--- src/rtl/ultra_scan_sched.sv ---
// Round-robin ultrasonic sensor scheduler: triggers one sensor at a time,
// times its echo, reports width/timeout and keeps per-sensor near flags.
module ultra_scan_sched #(
  parameter int N_SENS         = 4,
  parameter int TRIG_CYCLES    = 500,
  parameter int TIMEOUT_CYCLES = 1900000,
  parameter int GUARD_CYCLES   = 500000,
  parameter int THRESH_CYCLES  = 58823
) (
  input  logic              clk,
  input  logic              rst_n,
  input  logic              enable,
  input  logic [N_SENS-1:0] echo,
  output logic [N_SENS-1:0] trigger,
  output logic              meas_valid,
  output logic [2:0]        meas_id,
  output logic [21:0]       meas_width,
  output logic              meas_timeout,
  output logic [N_SENS-1:0] near,
  output logic              busy,
  output logic [2:0]        state_dbg
);

  // Handshake: meas_valid is a one-cycle strobe with no back-pressure; meas_id,
  // meas_width, meas_timeout and near are all valid in that same cycle.

  typedef enum logic [2:0] {
    IDLE      = 3'd0,
    TRIG      = 3'd1,
    WAIT_RISE = 3'd2,
    MEASURE   = 3'd3,
    GUARD     = 3'd4
  } state_t;

  localparam logic [21:0] TRIG_LAST  = 22'(TRIG_CYCLES - 1);
  localparam logic [21:0] GUARD_LAST = 22'(GUARD_CYCLES - 1);
  localparam logic [21:0] TMO        = 22'(TIMEOUT_CYCLES);
  localparam logic [21:0] THR        = 22'(THRESH_CYCLES);
  localparam logic [2:0]  PTR_LAST   = 3'(N_SENS - 1);

  state_t            state, state_d;
  logic [2:0]        ptr, ptr_d;
  logic [21:0]       cnt, cnt_d;
  logic [21:0]       tmo, tmo_d, tmo_inc;
  logic [21:0]       wid, wid_d;
  logic              rep, rep_tmo;
  logic [N_SENS-1:0] echo_s1, echo_s2;
  logic              echo_sel;

  always_comb begin
    echo_sel = 1'b0;
    trigger  = '0;
    for (int i = 0; i < N_SENS; i++) begin
      if (ptr == 3'(i)) begin
        echo_sel   = echo_s2[i];
        trigger[i] = (state == TRIG);
      end
    end
  end

  assign busy      = (state != IDLE);
  assign state_dbg = state;
  assign tmo_inc   = tmo + 22'd1;

  always_comb begin
    state_d = state;
    ptr_d   = ptr;
    cnt_d   = cnt;
    tmo_d   = tmo;
    wid_d   = wid;
    rep     = 1'b0;
    rep_tmo = 1'b0;
    case (state)
      IDLE: begin
        if (enable) begin
          state_d = TRIG;
          cnt_d   = '0;
        end
      end
      TRIG: begin
        if (cnt == TRIG_LAST) begin
          state_d = WAIT_RISE;
          cnt_d   = '0;
          tmo_d   = '0;
        end else begin
          cnt_d = cnt + 22'd1;
        end
      end
      WAIT_RISE: begin
        tmo_d = tmo_inc;
        if (tmo_inc >= TMO) begin
          rep     = 1'b1;
          rep_tmo = 1'b1;
        end else if (echo_sel) begin
          // The rise cycle is itself a high cycle, so it is counted.
          state_d = MEASURE;
          wid_d   = 22'd1;
        end
      end
      MEASURE: begin
        tmo_d = tmo_inc;
        if (tmo_inc >= TMO) begin
          rep     = 1'b1;
          rep_tmo = 1'b1;
        end else if (!echo_sel) begin
          rep = 1'b1;
        end else if (wid < TMO) begin
          wid_d = wid + 22'd1;
        end
      end
      GUARD: begin
        if (cnt == GUARD_LAST) begin
          cnt_d   = '0;
          ptr_d   = (ptr == PTR_LAST) ? 3'd0 : ptr + 3'd1;
          state_d = enable ? TRIG : IDLE;
        end else begin
          cnt_d = cnt + 22'd1;
        end
      end
      default: state_d = IDLE;
    endcase
    if (rep) begin
      state_d = GUARD;
      cnt_d   = '0;
    end
  end

  always_ff @(posedge clk or negedge rst_n) begin
    if (!rst_n) begin
      state   <= IDLE;
      ptr     <= '0;
      cnt     <= '0;
      tmo     <= '0;
      wid     <= '0;
      echo_s1 <= '0;
      echo_s2 <= '0;
    end else begin
      state   <= state_d;
      ptr     <= ptr_d;
      cnt     <= cnt_d;
      tmo     <= tmo_d;
      wid     <= wid_d;
      echo_s1 <= echo;
      echo_s2 <= echo_s1;
    end
  end

  always_ff @(posedge clk or negedge rst_n) begin
    if (!rst_n) begin
      meas_valid   <= 1'b0;
      meas_id      <= '0;
      meas_width   <= '0;
      meas_timeout <= 1'b0;
      near         <= '0;
    end else begin
      meas_valid <= rep;
      if (rep) begin
        meas_id      <= ptr;
        meas_width   <= rep_tmo ? TMO : wid;
        meas_timeout <= rep_tmo;
        for (int i = 0; i < N_SENS; i++) begin
          if (ptr == 3'(i)) near[i] <= !rep_tmo && (wid <= THR);
        end
      end
    end
  end

endmodule

--- config.mk ---
export PLATFORM = sky130hd
export DESIGN_NAME = ultra_scan_sched
export DESIGN_NICKNAME = d
export VERILOG_FILES = /design/src/rtl/ultra_scan_sched.sv
export SDC_FILE = /design/constraint.sdc
export NUM_CORES = 1
export LEC_CHECK = 0
export BUFFER_PORTS_ARGS = -buffer_cell sky130_fd_sc_hd__buf_2
export CAP_MARGIN = 20
export CORE_MARGIN = 3
export CORE_UTILIZATION = 55
export CTS_BUF_LIST = sky130_fd_sc_hd__clkbuf_16
export DETAILED_ROUTE_END_ITERATION = 6
export GPL_TIMING_DRIVEN = 1
export MAX_ROUTING_LAYER = met4
export PLACE_DENSITY = 0.8
export SLEW_MARGIN = 40
export SYNTH_ARGS = -nofsm -noshare
export SYNTH_HDL_FRONTEND = slang
export SYNTH_SLANG_ARGS = --single-unit
--- constraint.sdc ---
create_clock -name clk -period 2.9 [get_ports clk]
set_clock_uncertainty 0.15 [all_clocks]
set_input_delay 0.435 -clock clk [delete_from_list [all_inputs] [get_ports clk]]
set_output_delay 0.435 -clock clk [all_outputs]
set_load 0.02 [all_outputs]
==> results.yml <==
outcome:
  run_status: "finished, final reports clean"
power:
  total_leakage_power_nw: 3.193
  pwr_per_cell_area_nw_per_um2: 651.9
  ir_worst_vdd_uv: 484.6
  finalPower_mw: 4.529
logic_synthesis:
  synth_nets: 690
  ys_seq_elements: 111
  postSynth.asyncResetShare: 1.000
  syn-cell-area_um2: 5973
  post_synth_edffs: 0
  syn-instance-count: 676
  yosysWarningCount: 0
  synth_cell_types: 67
  seq_area_frac_synth: 0.4650
  yosys_most_used_dff: "sky130_fd_sc_hd__dfrtp_1"
  synth.avg_cell_area_um2: 8.836
worst_setup_path:
  timing.critical_path.to_type: "flop"
  timing.rr.start: "tmo[0]"
  crit_cells: 11
  critPathRequiredTime_ns: 2.99
  timing.reg2reg.setup_slack_ns: 0.04
  worst-r2r-cell-count: 11
  worst_path_largest_cell_delay_ns: 0.43
  worst-setup-path-type: "flop to flop"
  crit_path_cell_trace: "ha_2 > nand3_2 > nor4_4 > buf_4 > nor4b_1 > o2111ai_1 > o21ai_2 > a21bo_4 > or2_1 > buf_12 > o41ai_2"
  critPathTopFamily: "compound AO/OA/AOI/OAI gates"
  crit_buf_inv: 2
  critPathMaxFanout: 19
  startpoint: "tmo[0]"
  cp-start-kind: "flop"
  critPathArrivalTime_ns: 2.95
  cp_slowest_cell: "sky130_fd_sc_hd__dfrtp_2"
drt:
  drt_drc_violations_left: 0
  ant_nets: 0
  first_pass_iters: 4
  dr_total_vias: 5468
  detail_route.wirelength_um: 14730
  avgRoutedWirePerCell_um: 16.89
  drt_first_iter_violations: 405
  drt-vias-per-instance: 6.271
final_layout:
  final-instance-count-excl-fill: 872
  final_design_area_no_fill_um2: 6947
  synthToLayoutAreaGrowth_pct: 16.30
  fraction_of_final_layout_cells_with_drive_strength_greater_than_1: 0.2038
  final_core_utilization: 0.6640
  antennaDiodeCount: 0
  finalNetCount: 745
timing:
  final_period_minus_worst_setup_slack_ns: 2.861
  timing.final.max_slew_violations: 0
  fmax_ghz: 0.3495
  final-setup-viol-count: 0
  worst_slew_margin_rel: 0.6673
  final.period_utilization: 0.9867
  report.final.hold_viol_count: 0
  worstMarginPinSlew_ns: 0.4864
  rsz_0062_raised_after_global_routing: "yes"
die:
  start_util: 0.5709
  die_w_um: 110.2
  num_rows: 37
  core_ar_um2: 10460
  design.portCount: 46
  die_height_um: 110.2
  floorplan.die_area_um2: 12150
placed_design:
  placedInstanceArea_um2: 6495
  hpwl_um: 9676
  io_buffers: 45
  gp_congestion: 0.9471
  numPlacedInstances: 851
global_routing:
  gr-total-overflow: 0
  global_route_wire_length_before_repair_um: 24400
  via_count_of_the_first_global_routing_pass: 5125
  gr-usage-all-layers: 0.2563
  grt_antenna_before_repair: 0
  grt_start_max_net_pins: 50
worst_hold_path:
  hold_path_class: "input pin to flop"
  timing.hold.worst_path_depth: 1
  hp-start: "echo[1]"
clock_network:
  cts_htree_levels: 3
  cts_buffers: 9
  cts_max_path_buffers: 2
  clk_pin_slew_ns: 0.07
  clock-root-buffer: "sky130_fd_sc_hd__clkbuf_16"
  cts_num_sinks: 111
  insertion_delay_ns: 0.35
  tritoncts: "yes"
run:
  maxCapViolCount: 0
==> registers in the layout, summed over array words and instances, names as in the netlist, 3 cells and up <==
register    flops
near            4
meas_id         3
echo_s1         4
echo_s2         4
wid            22
cnt            22
state_dbg       3
ptr             3
tmo            22
meas_width     22
==> synth_stat cells (3+ instances only) <==
cell type / count / area share
sky130_fd_sc_hd__dfrtp_1: 111 / 0.47
sky130_fd_sc_hd__or4_1: 4 / 0.0050
sky130_fd_sc_hd__nor4_1: 5 / 0.0052
sky130_fd_sc_hd__a21oi_1: 51 / 0.043
sky130_fd_sc_hd__buf_2: 11 / 0.0092
sky130_fd_sc_hd__ha_1: 7 / 0.015
sky130_fd_sc_hd__or3_1: 5 / 0.0052
sky130_fd_sc_hd__nand2b_1: 9 / 0.0094
sky130_fd_sc_hd__a31oi_1: 12 / 0.013
sky130_fd_sc_hd__and3_1: 19 / 0.020
sky130_fd_sc_hd__o31ai_2: 4 / 0.0084
sky130_fd_sc_hd__o41ai_1: 5 / 0.0073
sky130_fd_sc_hd__nor3_1: 17 / 0.014
sky130_fd_sc_hd__nand2_1: 94 / 0.059
sky130_fd_sc_hd__and2_1: 10 / 0.010
sky130_fd_sc_hd__o31ai_1: 9 / 0.011
sky130_fd_sc_hd__o31ai_4: 4 / 0.014
sky130_fd_sc_hd__a311oi_1: 3 / 0.0044
sky130_fd_sc_hd__a21o_1: 8 / 0.010
sky130_fd_sc_hd__nand3_1: 43 / 0.036
sky130_fd_sc_hd__nor2b_1: 3 / 0.0031
sky130_fd_sc_hd__o22ai_1: 5 / 0.0052
sky130_fd_sc_hd__nor3b_1: 7 / 0.0088
sky130_fd_sc_hd__mux2_2: 3 / 0.0057
sky130_fd_sc_hd__o21ai_2: 3 / 0.0044
sky130_fd_sc_hd__o21ai_0: 71 / 0.059
sky130_fd_sc_hd__a211oi_1: 5 / 0.0063
sky130_fd_sc_hd__nor2_1: 53 / 0.033
sky130_fd_sc_hd__nand4_1: 10 / 0.010
sky130_fd_sc_hd__o22a_1: 3 / 0.0044
sky130_fd_sc_hd__clkbuf_1: 30 / 0.019
sky130_fd_sc_hd__inv_1: 9 / 0.0057
==> final cells by class <==
type	instances	area, um^2
fill	860	3516
inverter	9	33.78
sequential	111	2779
clock inverter	7	55.05
clock buffer	9	225.2
timing repair buffer	89	605.6
tap	136	170.2
multi-input combinational	511	3078
==> cell usage in the layout, fill, tap and decap left out, types with 10 or more instances in the layout <==
cell type,netlist,layout
sky130_fd_sc_hd__nor3_1,17,17
sky130_fd_sc_hd__nor2_1,53,53
sky130_fd_sc_hd__nand3_1,43,41
sky130_fd_sc_hd__dfrtp_1,111,110
sky130_fd_sc_hd__and2_1,10,10
sky130_fd_sc_hd__nand2_1,94,93
sky130_fd_sc_hd__a31oi_1,12,12
sky130_fd_sc_hd__o21ai_0,71,67
sky130_fd_sc_hd__nand4_1,10,10
sky130_fd_sc_hd__and3_1,19,19
sky130_fd_sc_hd__buf_2,11,44
sky130_fd_sc_hd__a21oi_1,51,51
sky130_fd_sc_hd__buf_4,0,39
==> report_power, final <==
| part | internal, mW | total (mW) | switching, mW |
|---|---|---|---|
| Sequential | 1.67 | 1.81 | 0.140 |
| Combinational | 0.516 | 1.53 | 1.02 |
| Clock | 0.595 | 1.19 | 0.594 |
==> per-layer routing <==
| metal | global-route usage | routed length, um | vias up |
|---|---|---|---|
| li1 | - | - | 2560 |
| met3 | 0.03960 | 778 | 14 |
| met2 | 0.4138 | 7485 | 181 |
| met5 | - | 0 | - |
| met1 | 0.3444 | 6332 | 2713 |
| met4 | 0.06069 | 135 | 0 |
==> through the flow <==
step	hold WS, ns	TNS, ns	setup slack (ns)
6_report	0.03670	0	0.03851
5_1_grt	0.02889	-0.2762	-0.05854
4_1_cts	0.03215	0	0.01163
3_5_place_dp	0.1847	-0.09158	-0.04656
3_3_place_gp	0.1814	0	0.06156
2_1_floorplan	-0.01059	0	0.09592
==> final timing paths <==
check	to
worst max-delay path	wid[9]
worst min-delay path	echo_s1[1]
worst max register to register	wid[9]
worst min register to register	echo_s2[0]
max in group asynchronous	wid[17]
min in group asynchronous	cnt[13]
==> cells by family (layout without fill, tap and decap cells) <==
| group | after synthesis | count (layout) | share of synthesized area |
|---|---|---|---|
| XOR/XNOR | 1 | 1 | 0.001467 |
| AND/OR/NAND/NOR | 297 | 297 | 0.2524 |
| flip-flops | 111 | 111 | 0.4650 |
| multiplexers | 3 | 3 | 0.005655 |
| buffers and inverters | 54 | 114 | 0.04022 |
| AO/OA/AOI/OAI | 203 | 203 | 0.2206 |
| adder cells (fa/ha/maj) | 7 | 7 | 0.01466 |
==> what timing repair did <==
action / in CTS / in global routing
hold buffers: 1 / 0
gates cloned: 0 / 0
endpoints found under the setup margin: 13 / 47
hold endpoints to repair: 30 / 0
pin swaps: 0 / 6
setup buffers: 0 / 4
resized for setup: 3 / 29
Power figures use the tool's default switching activity.
